### src/rtl/mpa_add_ctrl.sv
// mpa_add_ctrl: multi-word adder that reuses one 32-bit add stage across WORDS
// words, least-significant word first, with a fixed latency of WORDS cycles.
// Optional subtraction (a + ~b with carry-in 1) is enabled by macro MPA_SUB_EN.
module mpa_add_ctrl #(
  parameter int unsigned WORDS = 4
) (
  input  logic                clk,
  input  logic                reset_n,
  input  logic                start,
  input  logic [32*WORDS-1:0] a,
  input  logic [32*WORDS-1:0] b,
  input  logic                ci,
`ifdef MPA_SUB_EN
  input  logic                sub,
`endif
  output logic [32*WORDS-1:0] s,
  output logic                co,
  output logic                busy,
  output logic                done
);

  localparam int unsigned CW = (WORDS > 1) ? $clog2(WORDS) : 1;

  typedef enum logic {
    IDLE = 1'b0,
    RUN  = 1'b1
  } state_t;

  state_t                  state;
  state_t                  state_nx;
  logic                    accept;
  logic                    last;
  logic [CW-1:0]           cnt;
  logic                    carry_r;
  logic                    sub_r;
  logic                    sub_in;
  logic [WORDS-1:0][31:0]  a_w;
  logic [WORDS-1:0][31:0]  b_w;
  logic [WORDS-1:0][31:0]  part;
  logic [WORDS-1:0][31:0]  part_nx;
  logic [31:0]             b_sel;
  logic [31:0]             sum_c;
  logic                    cout_c;

  assign a_w = a;
  assign b_w = b;

`ifdef MPA_SUB_EN
  assign sub_in = sub;
`else
  assign sub_in = 1'b0;
`endif

  // State register
  always_ff @(posedge clk or negedge reset_n) begin
    if (!reset_n) begin
      state <= IDLE;
    end else begin
      state <= state_nx;
    end
  end

  // Next-state and control decode
  always_comb begin
    state_nx = state;
    accept   = 1'b0;
    last     = 1'b0;
    case (state)
      IDLE: begin
        if (start) begin
          accept   = 1'b1;
          state_nx = RUN;
        end
      end
      RUN: begin
        if (cnt == CW'(WORDS - 1)) begin
          last     = 1'b1;
          state_nx = IDLE;
        end
      end
      default: state_nx = IDLE;
    endcase
  end

  // Shared 32-bit add stage on the current word; partial result with it merged in
  always_comb begin
    b_sel           = sub_r ? ~b_w[cnt] : b_w[cnt];
    {cout_c, sum_c} = 33'(a_w[cnt]) + 33'(b_sel) + 33'(carry_r);
    part_nx         = part;
    part_nx[cnt]    = sum_c;
  end

  // Datapath: word counter, carry chain, partial result and visible outputs
  always_ff @(posedge clk or negedge reset_n) begin
    if (!reset_n) begin
      cnt     <= '0;
      carry_r <= 1'b0;
      sub_r   <= 1'b0;
      part    <= '0;
      s       <= '0;
      co      <= 1'b0;
      busy    <= 1'b0;
      done    <= 1'b0;
    end else begin
      done <= last;
      if (accept) begin
        cnt     <= '0;
        sub_r   <= sub_in;
        carry_r <= sub_in ? 1'b1 : ci;
        busy    <= 1'b1;
      end else if (state == RUN) begin
        part    <= part_nx;
        carry_r <= cout_c;
        cnt     <= cnt + CW'(1);
        if (last) begin
          s    <= part_nx;
          co   <= cout_c;
          cnt  <= '0;
          busy <= 1'b0;
        end
      end
    end
  end

endmodule

### config.mk
export PLATFORM = sky130hd
export DESIGN_NAME = mpa_add_ctrl
export DESIGN_NICKNAME = d
export VERILOG_FILES = /design/src/rtl/mpa_add_ctrl.sv
export SDC_FILE = /design/constraint.sdc
export NUM_CORES = 1
export LEC_CHECK = 0
export ABC_CLOCK_PERIOD_IN_PS = 6000
export CAP_MARGIN = 20
export CORE_MARGIN = 1
export CORE_UTILIZATION = 40
export DETAILED_ROUTE_END_ITERATION = 12
export GPL_TIMING_DRIVEN = 0
export PLACE_DENSITY = 0.7
export SYNTH_ARGS = -nofsm -noshare
export SYNTH_HDL_FRONTEND = slang
export SYNTH_SLANG_ARGS = --single-unit
### constraint.sdc
create_clock -name clk -period 6 [get_ports clk]
set_input_delay 1.2 -clock clk [delete_from_list [all_inputs] [get_ports clk]]
set_output_delay 1.2 -clock clk [all_outputs]
set_load 0.01 [all_outputs]
==> flow_summary.json, run 1 <==
{
  "fin_crit_sh": 0.932,
  "required_ns": 6.41,
  "numPortBuffers": 390,
  "ys.flop_type": "dfrtp_1",
  "fillers": 2737,
  "worst_pin_slew_ns": 1.05,
  "busiest_layer": "met2",
  "finalSetupTns_ns": 0,
  "rr_worst_depth": 13,
  "postPlaceCellArea_um2": 17300,
  "vias": 11400,
  "drv_slew": 0,
  "core_area_um2": 31600,
  "worstPathMaxFanout": 10,
  "end_kind": "flop",
  "grt-ovfl-total": 0,
  "ioPinCount": 391,
  "post_cts_buffers": 0,
  "whs_ns": 0.472,
  "critical_path_class": "flop to flop",
  "rsz0062_at_grt": "false",
  "synth.net_count": 1514,
  "startpoint": "cnt[0]",
  "fp-row-count": 65,
  "power.share.sequential": 0.228,
  "grt_pass1_wl_mm": 66.2,
  "grt_pass1_vias": 11700,
  "drtPass1Iterations": 5,
  "hpwl_mm": 34.4,
  "instances_no_fill": 2050,
  "dp_cells": 2010,
  "die_w_um": 181,
  "worst_setup_path_start_kind": "flop",
  "status": "finished, final reports clean",
  "cap_violations": 0,
  "synth.yosys.seq_area_share": 0.451,
  "grt_start_max_net_pins": 123,
  "internal_power_mw": 6.61,
  "cts_htree_levels": 1,
  "synth_area_um2": 12800,
  "min_to": "s[101]",
  "yosysTopAreaCellShare": 0.451,
  "ant_nets": 0,
  "syn-instance-count": 1217,
  "drive_above_1_share": 0.104,
  "holdBufCountCts": 0,
  "r2r_setup_slack_ns": 0.41,
  "gp_congestion": 0.895,
  "antenna_found_initial": 1,
  "syn_area_per_cell_um2": 10.5,
  "wl_per_cell_um": 21.4,
  "fmax_mhz": 179,
  "use_met1": 0.321,
  "nets": 1930,
  "synth_common_cells": "231 x dfrtp_1, 210 x nand2_1, 165 x o21ai_0",
  "yosys.area.top_type": "dfrtp_1",
  "yosysWarnings": 0,
  "clk_latency_ns": 0.53,
  "hp-start": "s[101]",
  "hold_depth": 2,
  "cp.arrival_ns": 6.00,
  "start_util": 0.406,
  "setup_viol": 0,
  "cts_made_buffers": 23,
  "p_leak_nw": 7.52,
  "fin_crit_ns": 5.59,
  "cts_tree": "yes",
  "r2r_start": "cnt[0]",
  "clkSinkCount": 231,
  "grt.total_usage": 0.266,
  "use_met3": 0.0458,
  "p_per_area_nw_per_um2": 694,
  "cts.reportedPaths.clkPinSlew_ns": 0.06,
  "vias_per_cell": 5.58,
  "hold_viol_final": 0,
  "finalClockSkew_ns": 0.0277,
  "combPwrFrac": 0.650,
  "switching_share": 0.473,
  "die_height_um": 181,
  "ys_ff_latch": 231,
  "vdd_drop_max_mv": 0.320,
  "p_clk_frac": 0.122,
  "yosysMostFrequentCell": "dfrtp_1",
  "synth_area_leaders": "dfrtp_1 45%, mux4_2 11%, o21ai_0 6.4%",
  "async_reset_ff_frac": 1.00,
  "clockBufferDepth": 3,
  "synth_edf_count": 0,
  "postRouteWirelength_mm": 43.9,
  "dieArea_um2": 32800,
  "synth.distinct_cells": 59,
  "drt-initial-drc-count": 820,
  "reg2reg_to": "s[24]",
  "cts_root_buffer": "clkbuf_16",
  "min_path_type": "flop to flop",
  "p_switching_mw": 5.94,
  "drc": 0,
  "area_delta_synth_final_pct": 41.0,
  "final_area_um2": 18100,
  "grt_use_met2": 0.465,
  "slew_headroom": 0.296
}
==> what timing repair did <==
action                                  in CTS  in global routing
endpoints found under the setup margin       0                  7
gates resized for setup                      0                  2
endpoints found under the hold margin        0                  0
==> stage by stage <==
stage          utilization  worst slack, ns  total power, mW
3_5_place_dp         0.547            0.377             10.9
6_report             0.573            0.409             12.6
2_1_floorplan            -             1.62             7.70
4_1_cts              0.572            0.362             12.5
5_1_grt              0.573          0.00385             13.4
3_3_place_gp         0.546            -5.85             10.8
==> worst max-delay path by stage <==
stage,depth (start not counted),slack [ns],to
final,13,0.41,s[24]
after global routing,13,0.004,part[93]
after CTS,13,0.36,part[63]
after detailed placement,13,0.38,part[95]
after global placement,1,-5.85,s[127]
after floorplan,11,1.62,s[18]
==> metal layers <==
layer	wire length (um)	part of all wire	vias up
met4	1930	0.044	0
met3	2820	0.064	112
met1	17100	0.39	5621
met2	22100	0.50	483
met5	0	0	-
li1	-	-	5227
==> worst max-delay path, stage by stage, from the launching register on <==
cell             delay [ns]
dfrtp_1                0.50
buf_1                  0.65
clkdlybuf4s15_1        0.75
mux4_2                 0.63
ha_1                   0.30
buf_2                  0.20
a21o_1                 0.18
a21oi_2                0.05
or4_4                  0.51
a21oi_2                0.19
o21ai_0                0.16
xnor2_1                0.83
mux2i_1                0.26
o21ai_0                0.25
==> registers in the layout, indices dropped and copies added, names as in the netlist <==
| register | flops |
|---|---|
| co | 1 |
| busy | 1 |
| part | 96 |
| done | 1 |
| s | 128 |
| cnt | 2 |
| state | 1 |
| carry_r | 1 |
==> cell type report <==
| cell class | count | area (um2) | share of cell area |
|---|---|---|---|
| inverters | 18 | 67.6 | 0.00374 |
| plain buffers | 92 | 358 | 0.0198 |
| multi-input cells | 876 | 6630 | 0.367 |
| clock inverters | 9 | 149 | 0.00824 |
| diodes | 1 | 2.50 | 0.000138 |
| repair buffers | 391 | 3940 | 0.218 |
| flip-flops and latches | 231 | 5780 | 0.320 |
| clock buffers | 30 | 652 | 0.0361 |
| well taps | 402 | 503 | 0.0278 |
==> placed cells by master, fill, tap and decap left out, types with 5 or more instances in the layout <==
cell type,count
clkdlybuf4s50_1,389
dfrtp_1,231
nand2_1,210
o21ai_0,165
clkbuf_1,73
mux2i_1,66
mux4_2,64
a21oi_1,52
mux2_2,46
nor2_1,35
ha_1,35
xnor2_1,24
clkbuf_16,23
nor3b_1,21
inv_1,17
nand3_1,16
a21o_1,16
buf_1,15
nand4_1,12
a31oi_1,11
nand3b_1,9
nor3_1,8
a211o_1,6
nand2b_1,6
o21ai_1,6
o21bai_1,6
or3_1,5
buf_2,5
clkbuf_8,5
==> cell families (layout without fill, tap and decap cells) <==
group / count (synthesis) / after routing / share of synthesized area
XOR/XNOR: 29 / 29 / 0.0198
AO/OA/AOI/OAI: 293 / 293 / 0.133
multiplexers: 176 / 176 / 0.204
buffers and inverters: 110 / 540 / 0.0327
adder cells (fa/ha/maj): 37 / 37 / 0.0373
other: 0 / 1 / 0
flip-flops: 231 / 231 / 0.451
AND/OR/NAND/NOR: 341 / 341 / 0.122
==> power groups by stage <==
stage               sequential, mW  combinational [mW]  clock, mW
floorplan                     2.93                4.77          0
global placement              2.86                7.90          0
detailed placement            2.88                8.04          0
CTS                           2.85                8.08       1.55
global route                  2.93                8.82       1.61
finish                        2.86                8.16       1.53
No activity file was read; power rests on OpenSTA's default activity.
==> run 2: changes to the inputs <==
--- a/config.mk
+++ b/config.mk
@@ -5,7 +5,6 @@
 export SDC_FILE = /design/constraint.sdc
 export NUM_CORES = 1
 export LEC_CHECK = 0
-export ABC_CLOCK_PERIOD_IN_PS = 6000
 export CAP_MARGIN = 20
 export CORE_MARGIN = 1
 export CORE_UTILIZATION = 40
==> results of run 2 <==
No change in the layout: final DEF, timing and power equal those of run 1.
==> run 3: changes to the inputs <==
--- a/config.mk
+++ b/config.mk
@@ -11,6 +11,7 @@
 export DETAILED_ROUTE_END_ITERATION = 12
 export GPL_TIMING_DRIVEN = 0
 export PLACE_DENSITY = 0.7
+export SKIP_CTS_REPAIR_TIMING = 1
 export SYNTH_ARGS = -nofsm -noshare
 export SYNTH_HDL_FRONTEND = slang
 export SYNTH_SLANG_ARGS = --single-unit
==> results of run 3 <==
No change in the layout: final DEF, timing and power equal those of run 1.
